<file path="config.mk">
export PLATFORM = sky130hd
export DESIGN_NAME = uart_tx_sched
export DESIGN_NICKNAME = d
export VERILOG_FILES = /design/src/rtl/uart_pkg.sv /design/src/rtl/uart_rr_pick.sv /design/src/rtl/uart_tx_sched.sv
export SDC_FILE = /design/constraint.sdc
export NUM_CORES = 1
export LEC_CHECK = 0
export ABC_AREA = 1
export BUFFER_PORTS_ARGS = -buffer_cell sky130_fd_sc_hd__buf_2
export CAP_MARGIN = 20
export CORE_ASPECT_RATIO = 0.5
export CORE_UTILIZATION = 25
export CTS_CLUSTER_SIZE = 24
export DETAILED_ROUTE_END_ITERATION = 6
export PLACE_DENSITY_LB_ADDON = 0.3
export SETUP_SLACK_MARGIN = 0.5
export SLEW_MARGIN = 20
export SYNTH_ARGS = -nofsm -noshare
export SYNTH_HDL_FRONTEND = slang
export SYNTH_SLANG_ARGS = --single-unit
</file>
<file path="constraint.sdc">
create_clock -name clk -period 2.4 [get_ports clk]
set_clock_uncertainty 0.15 [all_clocks]
set_input_delay 0.48 -clock clk [delete_from_list [all_inputs] [get_ports clk]]
set_output_delay 0.48 -clock clk [all_outputs]
set_load 0.02 [all_outputs]
</file>
<file path="src/rtl/uart_pkg.sv">
// ---------------------------------------------------------------------------
// uart_pkg
// Shared definitions for the UART transmit scheduler:
//   - sched_state_t : scheduler FSM encoding (IDLE/LAUNCH/WAIT/GAP)
//   - FRAME_TICKS_DEFAULT : baud ticks from tx_start to end of stop bit
//   - PSEL_EVEN / PSEL_ODD : parity-select encodings seen by the transmitter
//   - rr_wrap() : modulo-N wrap for round-robin index arithmetic
// No ports (package).
// ---------------------------------------------------------------------------
package uart_pkg;

  typedef enum logic [1:0] {
    ST_IDLE   = 2'd0,
    ST_LAUNCH = 2'd1,
    ST_WAIT   = 2'd2,
    ST_GAP    = 2'd3
  } sched_state_t;

  // Start + 8 data + parity + stop, plus the tick on which the transmitter
  // registers the start request.
  localparam int FRAME_TICKS_DEFAULT = 12;

  localparam logic PSEL_EVEN = 1'b1;
  localparam logic PSEL_ODD  = 1'b0;

  // Single-subtract wrap: callers guarantee v < 2*n.
  function automatic logic [31:0] rr_wrap(input logic [31:0] v, input logic [31:0] n);
    return (v >= n) ? (v - n) : v;
  endfunction

endpackage

</file>
<file path="src/rtl/uart_rr_pick.sv">
// ---------------------------------------------------------------------------
// uart_rr_pick
// Combinational round-robin picker. Searches req_valid upward starting at
// ptr+1 (wrapping modulo N_REQ) and returns the first requester found.
// Ports:
//   req_valid  [N_REQ]   requests to arbitrate
//   ptr        [IDX_W]   index of the last requester served
//   grant      [N_REQ]   one-hot grant (all zero when nothing is valid)
//   grant_idx  [IDX_W]   index of the granted requester
//   grant_vld            any requester granted
// ---------------------------------------------------------------------------
module uart_rr_pick
  import uart_pkg::*;
#(
  parameter int N_REQ = 4
) (
  input  logic [N_REQ-1:0]         req_valid,
  input  logic [$clog2(N_REQ)-1:0] ptr,
  output logic [N_REQ-1:0]         grant,
  output logic [$clog2(N_REQ)-1:0] grant_idx,
  output logic                     grant_vld
);

  localparam int IDX_W = $clog2(N_REQ);

  // cand_idx[d] is the requester at search distance d+1 from ptr.
  logic [IDX_W-1:0] cand_idx [N_REQ];
  logic [N_REQ-1:0] cand_hit;

  genvar gi;
  generate
    for (gi = 0; gi < N_REQ; gi++) begin : g_cand
      assign cand_idx[gi] = IDX_W'(rr_wrap(32'(ptr) + 32'(gi) + 32'd1, 32'(N_REQ)));
      assign cand_hit[gi] = req_valid[cand_idx[gi]];
      assign grant[gi]    = grant_vld && (grant_idx == IDX_W'(gi));
    end
  endgenerate

  // Walk from the far end down so the nearest hit is the last assignment.
  always_comb begin
    grant_vld = 1'b0;
    grant_idx = '0;
    for (int d = N_REQ - 1; d >= 0; d--) begin
      if (cand_hit[d]) begin
        grant_vld = 1'b1;
        grant_idx = cand_idx[d];
      end
    end
  end

endmodule

</file>
<file path="src/rtl/uart_tx_sched.sv">
// ---------------------------------------------------------------------------
// uart_tx_sched
// Round-robin scheduler sharing one UART transmitter among N_REQ producers.
// One byte is accepted per frame; the next grant waits until the frame's
// baud ticks (and optional inter-frame gap) have elapsed.
// Optional feature macro: UART_SCHED_GAP_EN (adds GAP state + gap counter).
// Ports:
//   clk        system clock, rising edge
//   rst        asynchronous reset, active low
//   req_valid  [N_REQ]    per-requester byte available
//   req_data   [8*N_REQ]  byte i at [8i+7:8i]
//   req_psel   [N_REQ]    parity select per requester (1 = even)
//   req_ready  [N_REQ]    one-hot one-cycle accept pulse
//   baud_tick             one-clk pulse per bit period
//   tx_start              one-clk start pulse to the transmitter
//   tx_data    [8]        byte being transmitted, held for the frame
//   tx_psel               parity select, held for the frame
//   busy                  accept through return to IDLE
//   grant_id   [IDX_W]    current or last granted requester
// ---------------------------------------------------------------------------
module uart_tx_sched
  import uart_pkg::*;
#(
  parameter int N_REQ       = 4,
  parameter int FRAME_TICKS = FRAME_TICKS_DEFAULT,
  parameter int GAP_TICKS   = 2
) (
  input  logic                     clk,
  input  logic                     rst,
  input  logic [N_REQ-1:0]         req_valid,
  input  logic [8*N_REQ-1:0]       req_data,
  input  logic [N_REQ-1:0]         req_psel,
  output logic [N_REQ-1:0]         req_ready,
  input  logic                     baud_tick,
  output logic                     tx_start,
  output logic [7:0]               tx_data,
  output logic                     tx_psel,
  output logic                     busy,
  output logic [$clog2(N_REQ)-1:0] grant_id
);

  localparam int IDX_W = $clog2(N_REQ);

`ifdef UART_SCHED_GAP_EN
  localparam bit GAP_BUILD = 1'b1;
`else
  localparam bit GAP_BUILD = 1'b0;
`endif

  sched_state_t     state_reg;
  logic [IDX_W-1:0] ptr_reg;
  logic [7:0]       tick_cnt_reg;
`ifdef UART_SCHED_GAP_EN
  logic [7:0]       gap_cnt_reg;
`endif
  logic [N_REQ-1:0] req_ready_reg;
  logic             tx_start_reg;
  logic [7:0]       tx_data_reg;
  logic             tx_psel_reg;
  logic             busy_reg;
  logic [IDX_W-1:0] grant_id_reg;

  logic [7:0]       req_byte [N_REQ];
  logic [N_REQ-1:0] pick_grant;
  logic [IDX_W-1:0] pick_idx;
  logic             pick_vld;

  genvar gi;
  generate
    for (gi = 0; gi < N_REQ; gi++) begin : g_byte
      assign req_byte[gi] = req_data[8*gi +: 8];
    end
  endgenerate

  uart_rr_pick #(
    .N_REQ (N_REQ)
  ) u_pick (
    .req_valid (req_valid),
    .ptr       (ptr_reg),
    .grant     (pick_grant),
    .grant_idx (pick_idx),
    .grant_vld (pick_vld)
  );

  always_ff @(posedge clk or negedge rst) begin
    if (!rst) begin
      state_reg     <= ST_IDLE;
      ptr_reg       <= IDX_W'(N_REQ - 1);
      tick_cnt_reg  <= '0;
`ifdef UART_SCHED_GAP_EN
      gap_cnt_reg   <= '0;
`endif
      req_ready_reg <= '0;
      tx_start_reg  <= 1'b0;
      tx_data_reg   <= 8'h00;
      tx_psel_reg   <= PSEL_ODD;
      busy_reg      <= 1'b0;
      grant_id_reg  <= '0;
    end else begin
      req_ready_reg <= '0;
      tx_start_reg  <= 1'b0;
      case (state_reg)
        ST_IDLE: begin
          if (pick_vld) begin
            req_ready_reg <= pick_grant;
            tx_data_reg   <= req_byte[pick_idx];
            tx_psel_reg   <= req_psel[pick_idx];
            grant_id_reg  <= pick_idx;
            ptr_reg       <= pick_idx;
            busy_reg      <= 1'b1;
            state_reg     <= ST_LAUNCH;
          end
        end
        ST_LAUNCH: begin
          tx_start_reg <= 1'b1;
          tick_cnt_reg <= '0;
          state_reg    <= ST_WAIT;
        end
        ST_WAIT: begin
          // The tick seen alongside tx_start belongs to the transmitter's
          // start handshake, not to the frame.
          if (baud_tick && !tx_start_reg) begin
            if (tick_cnt_reg == 8'(FRAME_TICKS - 1)) begin
              tick_cnt_reg <= '0;
              if (GAP_BUILD && (GAP_TICKS > 0)) begin
                state_reg <= ST_GAP;
`ifdef UART_SCHED_GAP_EN
                gap_cnt_reg <= '0;
`endif
              end else begin
                state_reg <= ST_IDLE;
                busy_reg  <= 1'b0;
              end
            end else begin
              tick_cnt_reg <= tick_cnt_reg + 8'd1;
            end
          end
        end
`ifdef UART_SCHED_GAP_EN
        ST_GAP: begin
          if (baud_tick) begin
            if (gap_cnt_reg == 8'(GAP_TICKS - 1)) begin
              gap_cnt_reg <= '0;
              state_reg   <= ST_IDLE;
              busy_reg    <= 1'b0;
            end else begin
              gap_cnt_reg <= gap_cnt_reg + 8'd1;
            end
          end
        end
`endif
        default: begin
          state_reg <= ST_IDLE;
          busy_reg  <= 1'b0;
        end
      endcase
    end
  end

  assign req_ready = req_ready_reg;
  assign tx_start  = tx_start_reg;
  assign tx_data   = tx_data_reg;
  assign tx_psel   = tx_psel_reg;
  assign busy      = busy_reg;
  assign grant_id  = grant_id_reg;

endmodule

</file>
==> flow_metrics.env <==
export IMPL_drt_vias_per_instance=4.238
export IMPL_drv_slew=0
export IMPL_crit_path_cell_trace="buf_4, nand2_2, o21ai_4, nand2_2, nand2_1, inv_2, nand3_4, buf_12, buf_12, nand3_2, nand3_2, nand2_2, nand2_2, nand2_1"
export IMPL_die_boundary_height_um=65.42
export IMPL_remaining_drc_errors=0
export IMPL_area_delta_synth_final_pct=51.90
export IMPL_cap_viol_max_count=0
export IMPL_cts_sinks=29
export IMPL_dpl_hpwl_um=3788
export IMPL_post_route_period_util_pct=86.74
export IMPL_seq_area_um2=728.2
export IMPL_core_area_um2=7542
export IMPL_seq_area_frac_synth_pct=36.22
export IMPL_synthesis_area_per_instance_um2=7.006
export IMPL_timing_fmax_ghz=0.4803
export IMPL_design_portCount=60
export IMPL_finalWeightedCongestion=0.8030
export IMPL_critPathTopFamily="simple AND/OR/NAND/NOR gates"
export IMPL_crit_fanout=8
export IMPL_cellLeakagePower_nw=1.706
export IMPL_library_cell_occupying_the_most_area_in_the_post_synthesis_netlist="sky130_fd_sc_hd__dfrtp_1"
export IMPL_detailedRoute_firstIterationViolations=115
export IMPL_startpoint_type="flip-flop"
export IMPL_synthesis_instances=287
export IMPL_global_route_wire_length_before_repair_um=8604
export IMPL_grt_max_degree=30
export IMPL_yosys_top_cells_area="sky130_fd_sc_hd__dfrtp_1 (34%), sky130_fd_sc_hd__nand2_1 (17%), sky130_fd_sc_hd__inv_1 (11%), sky130_fd_sc_hd__nand3_1 (8.5%), sky130_fd_sc_hd__nand3_2 (5.5%)"
export IMPL_clkSlewWorstSetupHoldPaths_ns=0.05
export IMPL_timing_critical_path_arrival_ns=2.09
export IMPL_gr_total_overflow=0
export IMPL_dr_total_vias=2030
export IMPL_finish_utilization_pct=40.49
export IMPL_finalWirelength_um=5604
export IMPL_post_synth_top_area_fraction_pct=33.60
export IMPL_number_of_fillers_in_the_final_layout=785
export IMPL_placement_cell_area_um2=2345
export IMPL_synth_cell_types=27
export IMPL_synth_net_count=331
export IMPL_slowest_stage="sky130_fd_sc_hd__dfstp_2"
export IMPL_final_setup_viol_count=0
export IMPL_grt_antenna_before_repair=0
export IMPL_yosys_warnings=0
export IMPL_clock_tree_buffer_depth=2
export IMPL_gr_usage_all_layers_pct=13.40
export IMPL_most_frequent_standard_cell_in_the_layout_excluding_fill_and_tap_cells="sky130_fd_sc_hd__nand2_1"
export IMPL_htree_levels=2
export IMPL_die_area_um2=8427
export IMPL_drt_pass1_iterations=5
export IMPL_die_width_um=128.8
export IMPL_regToRegStartpoint="ptr_reg[0]$_DFFE_PN1P_"
export IMPL_start_util_pct=26.66
export IMPL_area_occupied_by_multi_input_gates_um2=1196
export IMPL_ant_nets=0
export IMPL_syn_cell_area_um2=2011
export IMPL_grt_pass1_vias=1826
export IMPL_layout_common_cells="sky130_fd_sc_hd__nand2_1 (72), sky130_fd_sc_hd__buf_2 (59), sky130_fd_sc_hd__inv_1 (58), sky130_fd_sc_hd__nand3_2 (29), sky130_fd_sc_hd__dfrtp_1 (27)"
export IMPL_power_density_nw_per_um2=1690
export IMPL_setup_tns_ns=0
export IMPL_final_cell_area_um2=3054
export IMPL_num_antenna_cells=0
export IMPL_cts_made_buffers=5
export IMPL_tightest_slew_ns=0.6434
export IMPL_critical_path_top_cell_by_count="sky130_fd_sc_hd__nand2_2"
export IMPL_outcome="finished clean"
export IMPL_crit_required_ns=2.41
export IMPL_cts_root_buf="sky130_fd_sc_hd__clkbuf_16"
export IMPL_ctsHoldBuffers=0
export IMPL_port_buffers=59
export IMPL_worstSkewPairLatency_ns=0.28
export IMPL_num_rows=22
export IMPL_yosys_register_bits=29
export IMPL_setup_repair_after_global_routing_missed_its_margin="yes"
export IMPL_endpoint_kind="flip-flop"
export IMPL_final_hold_viol_count=0
export IMPL_tritoncts="done"
export IMPL_vdd_ir_drop_worst_v=0.0006553
export IMPL_worstHoldPathType="in2async"
export IMPL_cp_slowest_stage_delay_ns=0.56
export IMPL_critical_path_buf_inv_count=4
export IMPL_timing_setup_critical_path_class="reg2reg"
export IMPL_detail_route_wl_per_cell_um=11.70
export IMPL_critical_path_startpoint="ptr_reg[0]$_DFFE_PN1P_"
export IMPL_min_clock_period_post_route_ns=2.082
export IMPL_final_nets=414
export IMPL_worst_slew_slack_as_a_fraction_of_its_limit_pct=57.11
export IMPL_drive_gt1_share_pct=44.47
==> area by class of cell <==
class                   count  share of cell area [%]
well taps                 108                   4.424
inverters                  63                   8.357
multi-input cells         188                   39.16
clock buffers               6                   4.547
clock inverters             2                   1.229
flip-flops and latches     29                   23.84
repair inverters            1                  0.2458
repair buffers             82                   18.19
==> worst register-to-register path, delay by kind of cell, from the launching register on <==
family          cells  cell delay (ns)
buf+inv             4             0.50
simple gates        9             0.67
flops               1             0.56
compound gates      1             0.09
==> routing by layer <==
metal	track usage [%]	wire [µm]
met5	0	0
met4	5.294	88
met3	2.280	159
met2	22.57	2781
met1	17.23	2575
==> what timing repair did <==
action                     in CTS  in global routing
setup buffers                  12                  6
pin swaps                      27                 15
gates cloned                    4                  1
setup endpoints to repair      18                 19
resized for setup              38                 38
==> stage by stage <==
stage	setup slack, ns	hold WS [ns]	std cells	total power, W
global route	0.2134	0.1289	479	0.005542
finish	0.3181	0.07636	479	0.005162
CTS	0.3552	0.1046	472	0.004643
global placement	0.2317	0.3162	448	0.003120
detailed placement	0.2090	0.3195	448	0.003112
floorplan	0.5246	0.03441	287	0.002772
==> path summary, 6_finish.rpt <==
path / end / slack (ns) / cells after the start
setup / recovery: tx_data[0]$_DFFE_PN0P_ / 0.32 / 14
hold / removal: grant_id[1]$_DFFE_PN0P_ / 0.08 / 1
setup reg to reg: tx_data[0]$_DFFE_PN0P_ / 0.32 / 14
hold reg to reg: grant_id[1]$_DFFE_PN0P_ / 0.33 / 2
max in group asynchronous: tick_cnt_reg[4]$_DFFE_PN0P_ / 1.59 / 1
min in group clk: grant_id[1]$_DFFE_PN0P_ / 0.33 / 2
==> kinds of logic (layout without fill, tap and decap cells) <==
kind of cell	Yosys count	after routing	synth area share [%]
simple gates	169	172	40.14
buf+inv	73	154	18.42
flops	29	29	36.22
compound gates	13	13	3.734
xor+xnor	2	2	0.8713
fa+ha+maj	1	1	0.6222
==> cells in the mapped netlist <==
cell type / instances
sky130_fd_sc_hd__xor2_1: 2
sky130_fd_sc_hd__nand3_2: 11
sky130_fd_sc_hd__buf_2: 2
sky130_fd_sc_hd__nor3b_1: 1
sky130_fd_sc_hd__o21ai_0: 7
sky130_fd_sc_hd__nand4_1: 2
sky130_fd_sc_hd__clkbuf_8: 2
sky130_fd_sc_hd__ha_1: 1
sky130_fd_sc_hd__buf_8: 1
sky130_fd_sc_hd__inv_8: 1
sky130_fd_sc_hd__nor3_1: 4
sky130_fd_sc_hd__dfstp_2: 2
sky130_fd_sc_hd__a21oi_2: 1
sky130_fd_sc_hd__a21oi_1: 3
sky130_fd_sc_hd__o21a_1: 1
sky130_fd_sc_hd__nand2_2: 8
sky130_fd_sc_hd__inv_2: 1
sky130_fd_sc_hd__o21ai_2: 1
sky130_fd_sc_hd__nand3_1: 34
sky130_fd_sc_hd__buf_12: 2
sky130_fd_sc_hd__nor4_1: 2
sky130_fd_sc_hd__inv_1: 61
sky130_fd_sc_hd__nand2_4: 3
sky130_fd_sc_hd__nand2_1: 90
sky130_fd_sc_hd__dfrtp_1: 27
sky130_fd_sc_hd__nor2_1: 14
sky130_fd_sc_hd__buf_6: 3
==> report_power, final <==
| part | total [W] | internal, W | switching, W | leakage (nW) |
|---|---|---|---|---|
| registers | 0.000846 | 0.000710 | 0.000136 | 0.366 |
| logic | 0.00358 | 0.00142 | 0.00216 | 1.26 |
| clock network | 0.000733 | 0.000516 | 0.000217 | 0.0831 |
Power figures use the tool's default switching activity.
